### config.mk
export PLATFORM = sky130hd
export DESIGN_NAME = div_share_arbiter_flat
export DESIGN_NICKNAME = d
export VERILOG_FILES = /design/src/rtl/div_share_arbiter_pkg.sv /design/src/rtl/div_share_arbiter_if.sv /design/src/rtl/div_share_arbiter_div.sv /design/src/rtl/div_share_arbiter.sv /design/src/flat_wrapper.sv
export SDC_FILE = /design/constraint.sdc
export NUM_CORES = 1
export LEC_CHECK = 0
export ABC_AREA = 1
export CAP_MARGIN = 20
export CORE_MARGIN = 4
export CORE_UTILIZATION = 46
export DETAILED_ROUTE_END_ITERATION = 10
export PLACE_DENSITY = 0.81
export REMOVE_ABC_BUFFERS = 1
export SETUP_SLACK_MARGIN = 0.5
export SLEW_MARGIN = 20
export SYNTH_ARGS = -nofsm -noshare
export SYNTH_HDL_FRONTEND = slang
export SYNTH_SLANG_ARGS = --single-unit
### constraint.sdc
create_clock -name clk -period 2.3 [get_ports clk]
set_input_delay 0.46 -clock clk [delete_from_list [all_inputs] [get_ports clk]]
set_output_delay 0.46 -clock clk [all_outputs]
set_load 0.01 [all_outputs]
### src/rtl/div_share_arbiter_pkg.sv
// Shared types and helpers for the divider-sharing arbiter and its sequential divider.
package div_pkg;

    typedef enum logic [1:0] {
        ST_IDLE  = 2'd0,
        ST_ISSUE = 2'd1,
        ST_RUN   = 2'd2,
        ST_RESP  = 2'd3
    } state_e;

    localparam int MAX_WIDTH = 32;
    localparam logic [MAX_WIDTH-1:0] DBZ_QUOT = '1;

    function automatic int div_clog2(input int n);
        int r;
        r = 0;
        for (int i = 0; i < 31; i++) begin
            if ((1 << i) < n) r = i + 1;
        end
        return r;
    endfunction

endpackage

### src/rtl/div_share_arbiter_if.sv
// Request/response bundle between arithmetic clients (master) and the divider arbiter (slave).
interface div_share_arbiter_if #(
    parameter int NREQ  = 4,
    parameter int WIDTH = 4,
    parameter int IDW   = div_pkg::div_clog2(NREQ)
);
    logic [NREQ-1:0]       req_valid;
    logic [NREQ-1:0]       req_ready;
    logic [NREQ*WIDTH-1:0] req_dividend;
    logic [NREQ*WIDTH-1:0] req_divisor;
    logic                  rsp_valid;
    logic                  rsp_ready;
    logic [IDW-1:0]        rsp_id;
    logic [WIDTH-1:0]      rsp_quotient;
    logic [WIDTH-1:0]      rsp_remainder;
    logic                  rsp_dbz;
    logic                  busy;

    modport master (
        output req_valid, req_dividend, req_divisor, rsp_ready,
        input  req_ready, rsp_valid, rsp_id, rsp_quotient, rsp_remainder, rsp_dbz, busy
    );

    modport slave (
        input  req_valid, req_dividend, req_divisor, rsp_ready,
        output req_ready, rsp_valid, rsp_id, rsp_quotient, rsp_remainder, rsp_dbz, busy
    );
endinterface

### src/rtl/div_share_arbiter_div.sv
// Sequential restoring divider, one shift/subtract/restore step per cycle.
// Latency: done pulses WIDTH cycles after start; no backpressure, a new start restarts it.
module restoring_div_seq
    import div_pkg::*;
#(
    parameter int WIDTH = 4
) (
    input  logic             clk,
    input  logic             reset_n,
    input  logic             start,
    input  logic [WIDTH-1:0] dividend,
    input  logic [WIDTH-1:0] divisor,
    output logic             done,
    output logic [WIDTH-1:0] quotient,
    output logic [WIDTH-1:0] remainder
);
    localparam int CW = div_clog2(WIDTH + 1);

    logic [WIDTH-1:0] quo_q, quo_d, rem_q, rem_d, dsr_q, dsr_d;
    logic [CW-1:0]    cnt_q, cnt_d;
    logic             done_q, done_d;
    logic [WIDTH-1:0] step_rem, step_quo, step_dsr;
    logic [WIDTH:0]   shifted, diff;

    // The start cycle already performs the first step so done lands exactly WIDTH cycles later.
    always_comb begin
        step_rem = start ? '0       : rem_q;
        step_quo = start ? dividend : quo_q;
        step_dsr = start ? divisor  : dsr_q;
        shifted  = {step_rem, step_quo[WIDTH-1]};
        diff     = shifted - {1'b0, step_dsr};
        quo_d    = quo_q;
        rem_d    = rem_q;
        dsr_d    = dsr_q;
        cnt_d    = cnt_q;
        done_d   = 1'b0;
        if (start || cnt_q != '0) begin
            dsr_d    = step_dsr;
            quo_d    = step_quo << 1;
            quo_d[0] = ~diff[WIDTH];
            rem_d    = diff[WIDTH] ? shifted[WIDTH-1:0] : diff[WIDTH-1:0];
            if (start) begin
                cnt_d  = CW'(WIDTH - 1);
                done_d = (WIDTH == 1);
            end else begin
                cnt_d  = cnt_q - CW'(1);
                done_d = (cnt_q == CW'(1));
            end
        end
    end

    always_ff @(posedge clk or negedge reset_n) begin
        if (!reset_n) begin
            quo_q  <= '0;
            rem_q  <= '0;
            dsr_q  <= '0;
            cnt_q  <= '0;
            done_q <= 1'b0;
        end else begin
            quo_q  <= quo_d;
            rem_q  <= rem_d;
            dsr_q  <= dsr_d;
            cnt_q  <= cnt_d;
            done_q <= done_d;
        end
    end

    assign done      = done_q;
    assign quotient  = quo_q;
    assign remainder = rem_q;
endmodule

### src/rtl/div_share_arbiter.sv
// Round-robin share of one restoring divider among NREQ clients; divide-by-zero bypasses the divider.
// Latency: WIDTH+2 cycles accept->rsp (2 for dbz); rsp_ready low holds the response and blocks all accepts.
module div_share_arbiter
    import div_pkg::*;
#(
    parameter int NREQ  = 4,
    parameter int WIDTH = 4,
    parameter int IDW   = div_clog2(NREQ)
) (
    input logic                clk,
    input logic                reset_n,
    div_share_arbiter_if.slave bus
);
    state_e           state_q, state_d;
    logic [IDW-1:0]   rr_ptr_q, rr_ptr_d, id_q, id_d;
    logic [WIDTH-1:0] dividend_q, dividend_d, divisor_q, divisor_d;
    logic [WIDTH-1:0] quot_q, quot_d, rem_q, rem_d;
    logic             dbz_q, dbz_d, rsp_valid_q, rsp_valid_d, busy_q, busy_d;

    logic [IDW-1:0]   grant, idx;
    logic [IDW:0]     sum;
    logic             grant_vld;
    logic             div_start, div_done;
    logic [WIDTH-1:0] div_quotient, div_remainder;

    // Scan downwards so the first valid index at or after rr_ptr wins.
    always_comb begin
        grant     = '0;
        grant_vld = 1'b0;
        sum       = '0;
        idx       = '0;
        for (int k = NREQ - 1; k >= 0; k--) begin
            sum = {1'b0, rr_ptr_q} + (IDW + 1)'(k);
            if (sum >= (IDW + 1)'(NREQ)) sum = sum - (IDW + 1)'(NREQ);
            idx = sum[IDW-1:0];
            if (bus.req_valid[idx]) begin
                grant     = idx;
                grant_vld = 1'b1;
            end
        end
    end

    always_comb begin
        bus.req_ready = '0;
        if (reset_n && state_q == ST_IDLE && grant_vld) bus.req_ready[grant] = 1'b1;
    end

    always_comb begin
        state_d    = state_q;
        rr_ptr_d   = rr_ptr_q;
        id_d       = id_q;
        dividend_d = dividend_q;
        divisor_d  = divisor_q;
        quot_d     = quot_q;
        rem_d      = rem_q;
        dbz_d      = dbz_q;
        div_start  = 1'b0;
        case (state_q)
            ST_IDLE: begin
                if (grant_vld) begin
                    id_d       = grant;
                    dividend_d = WIDTH'(bus.req_dividend >> (grant * WIDTH));
                    divisor_d  = WIDTH'(bus.req_divisor >> (grant * WIDTH));
                    rr_ptr_d   = (grant == IDW'(NREQ - 1)) ? '0 : grant + IDW'(1);
                    state_d    = ST_ISSUE;
                end
            end
            ST_ISSUE: begin
                if (divisor_q == '0) begin
                    quot_d  = DBZ_QUOT[WIDTH-1:0];
                    rem_d   = dividend_q;
                    dbz_d   = 1'b1;
                    state_d = ST_RESP;
                end else begin
                    div_start = 1'b1;
                    state_d   = ST_RUN;
                end
            end
            ST_RUN: begin
                if (div_done) begin
                    quot_d  = div_quotient;
                    rem_d   = div_remainder;
                    dbz_d   = 1'b0;
                    state_d = ST_RESP;
                end
            end
            ST_RESP: begin
                if (bus.rsp_ready) state_d = ST_IDLE;
            end
            default: state_d = ST_IDLE;
        endcase
        rsp_valid_d = (state_d == ST_RESP);
        busy_d      = (state_d != ST_IDLE);
    end

    always_ff @(posedge clk or negedge reset_n) begin
        if (!reset_n) begin
            state_q     <= ST_IDLE;
            rr_ptr_q    <= '0;
            id_q        <= '0;
            dividend_q  <= '0;
            divisor_q   <= '0;
            quot_q      <= '0;
            rem_q       <= '0;
            dbz_q       <= 1'b0;
            rsp_valid_q <= 1'b0;
            busy_q      <= 1'b0;
        end else begin
            state_q     <= state_d;
            rr_ptr_q    <= rr_ptr_d;
            id_q        <= id_d;
            dividend_q  <= dividend_d;
            divisor_q   <= divisor_d;
            quot_q      <= quot_d;
            rem_q       <= rem_d;
            dbz_q       <= dbz_d;
            rsp_valid_q <= rsp_valid_d;
            busy_q      <= busy_d;
        end
    end

    restoring_div_seq #(.WIDTH(WIDTH)) u_div (
        .clk       (clk),
        .reset_n   (reset_n),
        .start     (div_start),
        .dividend  (dividend_q),
        .divisor   (divisor_q),
        .done      (div_done),
        .quotient  (div_quotient),
        .remainder (div_remainder)
    );

    assign bus.rsp_valid     = rsp_valid_q;
    assign bus.rsp_id        = id_q;
    assign bus.rsp_quotient  = quot_q;
    assign bus.rsp_remainder = rem_q;
    assign bus.rsp_dbz       = dbz_q;
    assign bus.busy          = busy_q;
endmodule

### src/flat_wrapper.sv
// flat-port wrapper written by rule: the top's interface ports become plain ports
module div_share_arbiter_flat import div_pkg::*;
#(
    parameter int NREQ  = 4,
    parameter int WIDTH = 4,
    parameter int IDW   = div_clog2(NREQ)
)
  (clk, reset_n, bus_req_valid, bus_req_dividend, bus_req_divisor, bus_rsp_ready, bus_req_ready, bus_rsp_valid, bus_rsp_id, bus_rsp_quotient, bus_rsp_remainder, bus_rsp_dbz, bus_busy);
  div_share_arbiter_if #(.NREQ(NREQ), .WIDTH(WIDTH), .IDW(IDW)) bus_i ();
  input logic clk;
  input logic reset_n;
  input wire logic [$bits(bus_i.req_valid)-1:0] bus_req_valid;
  input wire logic [$bits(bus_i.req_dividend)-1:0] bus_req_dividend;
  input wire logic [$bits(bus_i.req_divisor)-1:0] bus_req_divisor;
  input wire logic [$bits(bus_i.rsp_ready)-1:0] bus_rsp_ready;
  output wire logic [$bits(bus_i.req_ready)-1:0] bus_req_ready;
  output wire logic [$bits(bus_i.rsp_valid)-1:0] bus_rsp_valid;
  output wire logic [$bits(bus_i.rsp_id)-1:0] bus_rsp_id;
  output wire logic [$bits(bus_i.rsp_quotient)-1:0] bus_rsp_quotient;
  output wire logic [$bits(bus_i.rsp_remainder)-1:0] bus_rsp_remainder;
  output wire logic [$bits(bus_i.rsp_dbz)-1:0] bus_rsp_dbz;
  output wire logic [$bits(bus_i.busy)-1:0] bus_busy;
  assign bus_i.req_valid = bus_req_valid;
  assign bus_i.req_dividend = bus_req_dividend;
  assign bus_i.req_divisor = bus_req_divisor;
  assign bus_i.rsp_ready = bus_rsp_ready;
  assign bus_req_ready = bus_i.req_ready;
  assign bus_rsp_valid = bus_i.rsp_valid;
  assign bus_rsp_id = bus_i.rsp_id;
  assign bus_rsp_quotient = bus_i.rsp_quotient;
  assign bus_rsp_remainder = bus_i.rsp_remainder;
  assign bus_rsp_dbz = bus_i.rsp_dbz;
  assign bus_busy = bus_i.busy;
  div_share_arbiter #(.NREQ(NREQ), .WIDTH(WIDTH), .IDW(IDW)) u_core (.clk(clk), .reset_n(reset_n), .bus(bus_i));
endmodule
# Word-level counts from Yosys, hierarchy flattened
# Index checks and enable logic that the tools add are counted.
[classes]
add_sub_neg = 10
magnitude_cmp = 10
n_eq_ne = 8
shifts = 2
muxes = 47
bitwise = 1
n_reduce_logical = 11
[op_table]
columns = ["cell", "count"]
rows = [
  ["4-bit 2-to-1 mux", 9],
  ["16-bit by 4-bit right shift with 4-bit output", 2],
  ["2-bit 2-to-1 mux", 12],
  ["1-bit 2-to-1 mux", 16],
  ["4-bit case mux with 2 select lines", 2],
  ["2-bit by 3-bit < comparator with 1-bit output, second input constant", 5],
  ["3-bit greater-or-equal comparator, second input constant", 3],
  ["1-bit binary-select mux with 2-bit select", 4],
  ["2-bit equality test, second input constant", 4],
  ["2-bit case mux with 4 select lines", 1],
  ["2-bit by 1-bit subtractor with 2-bit output, second input constant", 4],
  ["2-bit by 2-bit adder with 3-bit output, second input constant", 2],
  ["5-bit by 4-bit subtractor with 5-bit output", 1],
  ["4-bit logical NOT", 1],
  ["2-bit nonzero test", 2],
  ["2-bit by 1-bit adder with 3-bit output, second input constant", 1],
  ["3-bit by 1-bit equality test with 1-bit output, second input constant", 1],
  ["2-bit by 3-bit greater-or-equal comparator with 1-bit output, second input constant", 1],
  ["1-bit logical AND", 3],
  ["3-bit 2-to-1 mux", 1],
  ["3-bit AND reduction", 1],
  ["3-bit nonzero test", 1],
  ["3-bit by 1-bit subtractor with 3-bit output, second input constant", 1],
  ["2-bit by 1-bit adder with 2-bit output, second input constant", 1],
  ["10 further kinds", 10],
]
[totals]
register_bits = 41
input_bits = 39
output_inout_bits = 17
elab_cells = 104

# Logic depth before layout (Yosys ltp)
# Gate-level depths: netlist of run 1.
[depth]
depth_word = 14
depth_mapped = 19
depth_no_buf = 17

# Modules after synthesis
# A second synthesis of run 1 with hierarchy kept.
[unflattened]
cells_unflattened = 380
area_unflattened_um2 = 2827.7
[modules_own_cells]
columns = ["mod", "n_inst", "cells_each", "area_per_inst_um2", "seq_area_each_um2"]
rows = [
  ["div_share_arbiter", 1, 261, 1843.0, 625.6],
  ["restoring_div_seq", 1, 119, 984.7, 400.4],
]

# Worst setup path after synthesis of run 1
# No wires, ideal clock.
[synth_path]
path_kind = "reg2reg"
from = "register u_core.state_q[1]"
to = "register u_core.u_div.rem_q[1] (netlist: u_core.u_div.remainder[1])"
setup_ns = 0.118
arrival_ns = 2.390
required_time_ns = 2.182
slack_ns = -0.208
path_stages_with_launch = 19
n_path_buf = 2
period_less_slack_ns = 2.508
cell_sequence = "dfrtp_1 nor2_2 nand2_1 buf_2 inv_2 buf_4 nand2_1 nand2_1 ha_1 inv_1 fa_1 nand2_1 inv_1 nand3_1 nand2_1 nand2_1 nand3_1 nand3_1 nand2_1"
[synth_via]
elab_chain_cells = 5
elab_cells_between_ends = 8
classes_between = "add/sub (1); eq/ne (1); mux (5); reduce/logical (1)"
[synth_lines]
columns = ["element", "line_no", "rtl"]
rows = [
  ["from (decl)", "div_share_arbiter.sv:14", "state_e state_q, state_d;"],
  ["from (signal assigned)", "div_share_arbiter.sv:109", "state_q <= state_d;"],
  ["2-bit by 1-bit equality test with 1-bit output", "div_share_arbiter.sv:58", "case (state_q)"],
  ["1-bit 2-to-1 mux", "div_share_arbiter.sv:58", ""],
  ["4-bit 2-to-1 mux", "div_share_arbiter_div.sv:29", "step_dsr = start ? divisor : dsr_q;"],
  ["named net u_core.u_div.step_dsr[0]", "div_share_arbiter_div.sv:22", "logic [WIDTH-1:0] step_rem, step_quo, step_dsr;"],
  ["5-bit by 4-bit subtractor with 5-bit output", "div_share_arbiter_div.sv:31", "diff = shifted - {1'b0, step_dsr};"],
  ["4-bit 2-to-1 mux", "div_share_arbiter_div.sv:41", "rem_d = diff[WIDTH] ? shifted[WIDTH-1:0] : diff[WIDTH-1:0];"],
  ["to (signal assigned)", "div_share_arbiter_div.sv:61", "rem_q <= rem_d;"],
  ["to (decl)", "div_share_arbiter_div.sv:19", "logic [WIDTH-1:0] quo_q, quo_d, rem_q, rem_d, dsr_q, dsr_d;"],
]
# The timed path passes the listed nets, and every way through them passes these cells.
# A chain may end at the register's enable or synchronous reset.

# Worst setup path after layout of run 1
[layout_path]
from = "register u_core.rr_ptr_q[0]"
to = "output port bus_req_ready[1]"
[layout_via]
elab_chain_cells = 14
elab_cells_between_ends = 38
classes_between = "add/sub (7); order compare (6); mux (23); reduce/logical (2)"
[layout_lines]
columns = ["element", "line_no", "rtl"]
rows = [
  ["from (decl)", "div_share_arbiter.sv:15", "logic [IDW-1:0] rr_ptr_q, rr_ptr_d, id_q, id_d;"],
  ["from (signal assigned)", "div_share_arbiter.sv:110", "rr_ptr_q <= rr_ptr_d;"],
  ["2-bit by 2-bit adder with 3-bit output", "div_share_arbiter.sv:33", "sum = {1'b0, rr_ptr_q} + (IDW + 1)'(k);"],
  ["3-bit greater-or-equal comparator / 2-bit by 1-bit subtractor with 2-bit output (equally long branches)", "div_share_arbiter.sv:34", "if (sum >= (IDW + 1)'(NREQ)) sum = sum - (IDW + 1)'(NREQ);"],
  ["2-bit 2-to-1 mux", "div_share_arbiter.sv:34", ""],
  ["1-bit binary-select mux with 2-bit select", "div_share_arbiter.sv:36", "if (bus.req_valid[idx]) begin"],
  ["1-bit 2-to-1 mux (implied by the code)", "div_share_arbiter.sv:36", ""],
  ["2-bit 2-to-1 mux (3 in a row)", "div_share_arbiter.sv:36", ""],
  ["2-bit 2-to-1 mux *", "div_share_arbiter.sv:36", ""],
  ["named net u_core.grant[1]", "div_share_arbiter.sv:20", "logic [IDW-1:0] grant, idx;"],
  ["2-bit by 3-bit < comparator with 1-bit output (implied by the code) / 2-bit by 1-bit greater-or-equal comparator with 1-bit output (equally long branches)", "div_share_arbiter.sv:45", "if (reset_n && state_q == ST_IDLE && grant_vld) bus.req_ready[grant] = 1'b1;"],
  ["1-bit logical AND (implied by the code)", "div_share_arbiter.sv:45", ""],
  ["1-bit 2-to-1 mux (implied by the code)", "div_share_arbiter.sv:45", ""],
  ["1-bit demux with 2-bit select *", "n/a", ""],
  ["4-bit 2-to-1 mux *", "div_share_arbiter.sv:45", ""],
  ["to (decl)", "flat_wrapper.sv:16", "output wire logic [$bits(bus_i.req_ready)-1:0] bus_req_ready;"],
]
# Mark *: on every way through the listed nets, which the timed path passes. The rest lies on a longest branch. The select of a mux whose other input is x is not followed.

==> qor.yml, run 1 <==
status: "finished, violations left"
violations: "negative setup slack"
finalWeightedCongestion: 0.945
grt_first_pass_wirelength_mm: 11.9
setup_ws_ns: -0.156
synth_area_um2: 2600
dr.pass1.iters: 4
wl_met3_um: 477
peakVddDrop_mv: 1.02
via_per_inst: 5.13
hp-class: "input port to asynchronous set/reset pin"
async_flop_share: 1.00
dr_total_vias: 2737
fillerInstances: 392
worstPathRequired_ns: 1.84
instances_no_fill: 534
cts_sinks: 41
synth_top_flop_cell: "dfrtp_1"
drive_above_1_share: 0.312
diodes: 0
top_layer: "met4"
io_buffer_count: 55
dp_hpwl_mm: 4.99
clkTransAtPathRegs_ns: 0.08
cts_max_path_buffers: 2
seq_area_frac_synth: 0.395
yosys.area_share.simple: 0.346
die_w_um: 83.1
wirelength_mm: 7.66
ant_nets: 0
antenna_found_initial: 0
cts_root_buf: "clkbuf_8"
cts_buffers: 5
rsz0062_at_grt: "true"
finalHoldViolCount: 0
power.leakage_nw: 2.02
postLayoutCellArea_um2: 4030
synth_compound_area_frac: 0.0713
final_core_util: 0.732
setup_violations: 8
critPathKind: "flop to primary output"
fmax_mhz: 407
synth_mux_area_frac: 0.00386
ys_ff_latch: 41
r2r_setup_slack_ns: -0.03
synthCells: 358
start_util: 0.471
nNetsFinal: 511
yosys_warnings: 0
syn_to_final_growth_pct: 55.2
slew_headroom: 0.669
dpl_cell_area_um2: 3460
r2r-start: "u_core.state_q[1]"
fin_setup_tns_ns: -0.651
end_kind: "primary output"
start_kind: "flop"
yosys.area_share.xor_xnor: 0.0101
maxCapViolCount: 0
first_global_vias: 2760
detail_route.iter0.violations: 140
wl_per_cell_um: 14.3
min_period_ns: 2.46
drc: 0
fin_skew_ns: 0.0109
power_density_nw_per_um2: 1790
postCtsHoldBufs: 0
grt_util_all_layers: 0.207
synth_area_per_cell_um2: 7.25
grt_max_degree: 42
crit_fanout: 9
drt-met1-wl_mm: 3.00
clock_latency_ns: 0.30
tritoncts: "done"
io_pins: 56
die-area_um2: 6910
period_share: 1.07
routed-wl-met2_mm: 3.95
synth_top_family_by_area: "simple AND/OR/NAND/NOR gates"
rows: 27
r2r_end: "u_core.u_div.remainder[1]"
synthAdderAreaFrac: 0.0559
synth-edff-count: 0
dpl.cell_count: 514
cp_data_arrival_time_ns: 2.00
grt-ovfl-total: 0
worst_slew_pin_slew_ns: 0.497
reg2reg_depth: 17
die_h_um: 83.1
drv_slew: 0
cts.htree.levels: 2
ys_types: 34
dp_slack_ns: -0.700
design.core.area_um2: 5510
stage by stage:
step                hold WS, ns  total power, mW
finish                    0.256             7.20
global placement          0.469             5.02
global route              0.305             7.78
floorplan                 0.164             3.69
CTS                       0.273             6.46
detailed placement        0.494             5.15
final cells by class:
type,instances,area (um^2),share of cell area
clock inverter,1,5.00,0.00124
multi-input combinational,245,1640,0.407
tap,72,90.1,0.0224
timing repair buffer,102,913,0.227
sequential,41,1030,0.255
clock buffer,7,96.3,0.0239
inverter,65,251,0.0624
timing repair inverter,1,5.00,0.00124
sequential cells by signal (all words and copies together) (netlist names), 2 cells and up:
name	flops
u_core.dividend_q	4
u_core.divisor_q	4
u_core.u_div.remainder	4
u_core.rr_ptr_q	2
u_core.bus.rsp_id	2
u_core.u_div.cnt_q	3
u_core.state_q	2
u_core.bus.rsp_quotient	4
u_core.u_div.dsr_q	4
u_core.bus.rsp_remainder	4
u_core.u_div.quotient	4
worst max-delay path, cell delays in order (launching register included):
cell	delay, ns
dfrtp_1	0.42
buf_12	0.17
xnor2_4	0.14
nand2_2	0.12
nand2_2	0.06
nand3b_1	0.18
nand2_2	0.13
inv_2	0.07
ha_1	0.19
inv_1	0.05
nor2_1	0.04
buf_2	0.13
cell usage in the layout, fill, tap and decap left out, drive strengths merged:
master and n:
ha 10, nor3 2, fa 1, nand4 2, clkinv 3, or2 1
inv 64, o211ai 3, a31oi 7, nor3b 1, clkdlybuf4s50 46, nand2 99
buf 52, nand3 48, xor2 2, mux2i 1, nand3b 4, nor2 42
dlygate4sd2 4, a221oi 1, a21oi 3, o31ai 1, xnor2 1, clkbuf 7
o21ai 16, dfrtp 41
power breakdown:
part	internal (mW)	switching (mW)
registers	1.10	0.281
clock network	0.271	0.248
logic	2.33	2.97
synthesized netlist by cell type (4+ instances only):
master,number,area share
nand2_1,94,0.14
inv_1,61,0.088
nand3_1,46,0.089
dfrtp_1,41,0.40
nor2_1,36,0.052
ha_1,10,0.048
o21ai_0,8,0.015
a31oi_1,7,0.017
o21ai_1,6,0.012
nand2_2,4,0.0096
nand3b_1,4,0.012
cells by family (layout without fill, tap and decap cells):
family | count (synthesis) | in the layout
AO/OA/AOI/OAI | 31 | 31
XOR/XNOR | 3 | 3
adder cells (fa/ha/maj) | 11 | 11
buffers and inverters | 72 | 176
flip-flops | 41 | 41
multiplexers | 1 | 1
AND/OR/NAND/NOR | 199 | 199
how the worst max path moves through the flow:
stage	end	startpoint	depth (start not counted)	slack (ns)
floorplan	u_core.u_div.remainder[1]	u_core.state_q[1]	16	-0.18
detailed placement	bus_req_ready[0]	bus_req_valid[3]	13	-0.70
global placement	bus_req_ready[3]	bus_req_valid[3]	11	-0.57
finish	bus_req_ready[1]	u_core.rr_ptr_q[0]	11	-0.16
CTS	bus_req_ready[1]	u_core.rr_ptr_q[0]	11	-0.13
global route	bus_req_ready[2]	u_core.rr_ptr_q[0]	12	-0.30
routing by layer:
layer  up-vias  global-route usage
met3        29              0.0526
met2       111               0.380
li1       1330                   -
met5         -                   0
met4         0              0.0728
met1      1267               0.229
repair_timing:
item                                    CTS  global route
endpoints found under the setup margin   28            34
setup buffers                             6             5
resized for setup                        85            30
pin swaps                                28            17
cloned                                    0             1
Power figures use the tool's default switching activity.
==> run 2: changes to the inputs <==
--- a/config.mk
+++ b/config.mk
@@ -17,3 +17,4 @@
 export SYNTH_ARGS = -nofsm -noshare
 export SYNTH_HDL_FRONTEND = slang
 export SYNTH_SLANG_ARGS = --single-unit
+export TNS_END_PERCENT = 20
==> run 2 against run 1 <==
  * Combinational power down 4.5%
  * Cell area shrank 2.0%
  * Power decreased by 3.6%
  * Global-route usage down 0.67 points
  * The flow still finishes with violations (negative setup slack)
==> qor.yml, run 2 (synthesis gave the netlist of run 1 again) <==
first_global_vias: 2631  # -4.7%
slowest_stage: "dfrtp_1"
cts_sinks: 41  # unchanged
nNetsFinal: 510  # -0.20%
dp_hpwl_mm: 4.99  # unchanged
clkTransAtPathRegs_ns: 0.08  # about the same
violations: "negative setup slack"
cp_num_buf_inv: 4  # unchanged
period_share: 1.07  # -0.00171
layout_common_cells: "77 x nand2_1, 52 x inv_1, 46 x clkdlybuf4s50_1, 42 x buf_4, 40 x dfrtp_1"
dr_total_vias: 2705  # -1.2%
cp_data_arrival_time_ns: 1.99  # about the same
drive_above_1_share: 0.312  # +0.000676
io_pins: 56  # unchanged
grt_util_all_layers: 0.200  # -0.00674
max_stage_delay_ns: 0.42  # about the same
fmax_mhz: 408  # +0.16%
dr.pass1.iters: 4  # unchanged
die_w_um: 83.1  # unchanged
peakVddDrop_mv: 1.09  # +7.3%
pwr-share-clk: 0.074  # +0.002
pwr-share-seq: 0.197  # +0.005
status: "finished, violations left"
die_h_um: 83.1  # unchanged
grt_max_degree: 42  # unchanged
finalHoldViolCount: 0  # unchanged
design.core.area_um2: 5510  # unchanged
cts_root_buf: "clkbuf_8"
tritoncts: "done"
finalWeightedCongestion: 0.945  # unchanged
rows: 27  # unchanged
reg2reg_depth: 15  # -2
swShare: 0.479  # -0.00712
ant_nets: 0  # unchanged
antenna_found_initial: 0  # unchanged
via_per_inst: 5.08  # -0.98%
path_cells: "buf_12 > xor2_1 > nand2_2 > nand3b_1 > nand3b_1 > nand2_2 > inv_2 > ha_1 > inv_1 > nor2_1 > buf_2"
end_kind: "primary output"
worst_slew_pin_slew_ns: 0.495  # -0.00200 ns
drc: 0  # unchanged
drv_slew: 0  # unchanged
internal_power_mw: 3.62  # -2.2%
wl_per_cell_um: 13.7  # -4.7%
worstPathRequired_ns: 1.84  # about the same
hp-class: "input port to asynchronous set/reset pin"
maxCapViolCount: 0  # unchanged
start_kind: "flop"
die-area_um2: 6910  # unchanged
setup_ws_ns: -0.152  # +0.00394 ns
min_period_ns: 2.45  # -0.00394 ns
cts_buffers: 5  # unchanged
setup_violations: 4  # -4
grt_first_pass_wirelength_mm: 11.5  # -3.0%
critPathKind: "flop to primary output"
syn_to_final_growth_pct: 52.2
diodes: 0  # unchanged
pwr-share-comb: 0.729  # -0.007
cts.htree.levels: 2  # unchanged
fin_skew_ns: 0.00984  # -0.00108 ns
power.leakage_nw: 2.01  # -0.65%
power_density_nw_per_um2: 1760  # -1.6%
start_util: 0.471  # unchanged
wirelength_mm: 7.29  # -4.8%
dp_slack_ns: -0.700  # unchanged
crit_fanout: 9  # unchanged
clock_latency_ns: 0.30  # about the same
worst-path-stages: 11  # unchanged
path_delay_family: "simple AND/OR/NAND/NOR gates"
cts_max_path_buffers: 2  # unchanged
io_buffer_count: 55  # unchanged
grt-ovfl-total: 0  # unchanged
rsz0062_at_grt: "true"
detail_route.iter0.violations: 111  # -21%
final_common_cell: "nand2_1"
slew_headroom: 0.670  # +0.00133
power.switching_mw: 3.33  # -5.0%
totalPowerFinal_mw: 6.95  # -3.6%
==> run 2: worst paths after layout <==
kind / startpoint / end / slack [ns]
worst min-delay path: reset_n / u_core.bus.rsp_quotient[2] / 0.26
worst max-delay path: u_core.rr_ptr_q[0] / bus_req_ready[1] / -0.15
worst max register to register: u_core.divisor_q[1] / u_core.u_div.remainder[0] / 0.04
max in group asynchronous: reset_n / u_core.rr_ptr_q[1] / 1.68
worst min register to register: u_core.bus.rsp_id[1] / u_core.bus.rsp_id[1] / 0.51
min in group clk: u_core.bus.rsp_id[1] / u_core.bus.rsp_id[1] / 0.51
==> run 2: layer usage <==
| metal | global-route usage | vias to the layer above | wire [um] | share of wire |
|---|---|---|---|---|
| met4 | 0.0669 | 0 | 223 | 0.031 |
| met3 | 0.0466 | 29 | 444 | 0.061 |
| met5 | 0 | - | 0 | 0 |
| met2 | 0.356 | 116 | 3720 | 0.51 |
| met1 | 0.235 | 1228 | 2900 | 0.40 |
| li1 | - | 1332 | - | - |
==> run 2: power by group through the flow <==
stage | clock network, mW | logic [mW] | registers, mW
global placement | 0 | 3.70 | 1.32
detailed placement | 0 | 3.82 | 1.33
finish | 0.515 | 5.06 | 1.37
CTS | 0.517 | 4.43 | 1.33
global route | 0.557 | 5.60 | 1.40
floorplan | 0 | 2.34 | 1.35
==> run 2: stage by stage <==
stage	cells	instance area (um^2)	setup TNS [ns]	utilization	hold slack (ns)
2_1_floorplan	351	2540	-0.794	-	0.164
6_report	533	3950	-0.565	0.718	0.258
3_3_place_gp	514	3460	-2.81	0.628	0.469
5_1_grt	533	3950	-1.60	0.718	0.306
4_1_cts	526	3770	-0.501	0.684	0.273
3_5_place_dp	514	3460	-3.53	0.628	0.494
==> run 2: timing repair <==
item	4_1_cts	5_1_grt
gates cloned	0	0
buffers inserted	4	7
pin swaps	27	14
gates resized for setup	77	32
setup endpoints to repair	28	33
hold buffers	0	0
==> run 2: layout make-up <==
class / instances / area [um^2]
multi-input cells: 245 / 1580
fillers: 396 / 1560
flip-flops and latches: 41 / 1030
repair buffers: 102 / 901
inverters: 65 / 251
clock buffers: 7 / 96.3
well taps: 72 / 90.1
clock inverters: 1 / 5.00
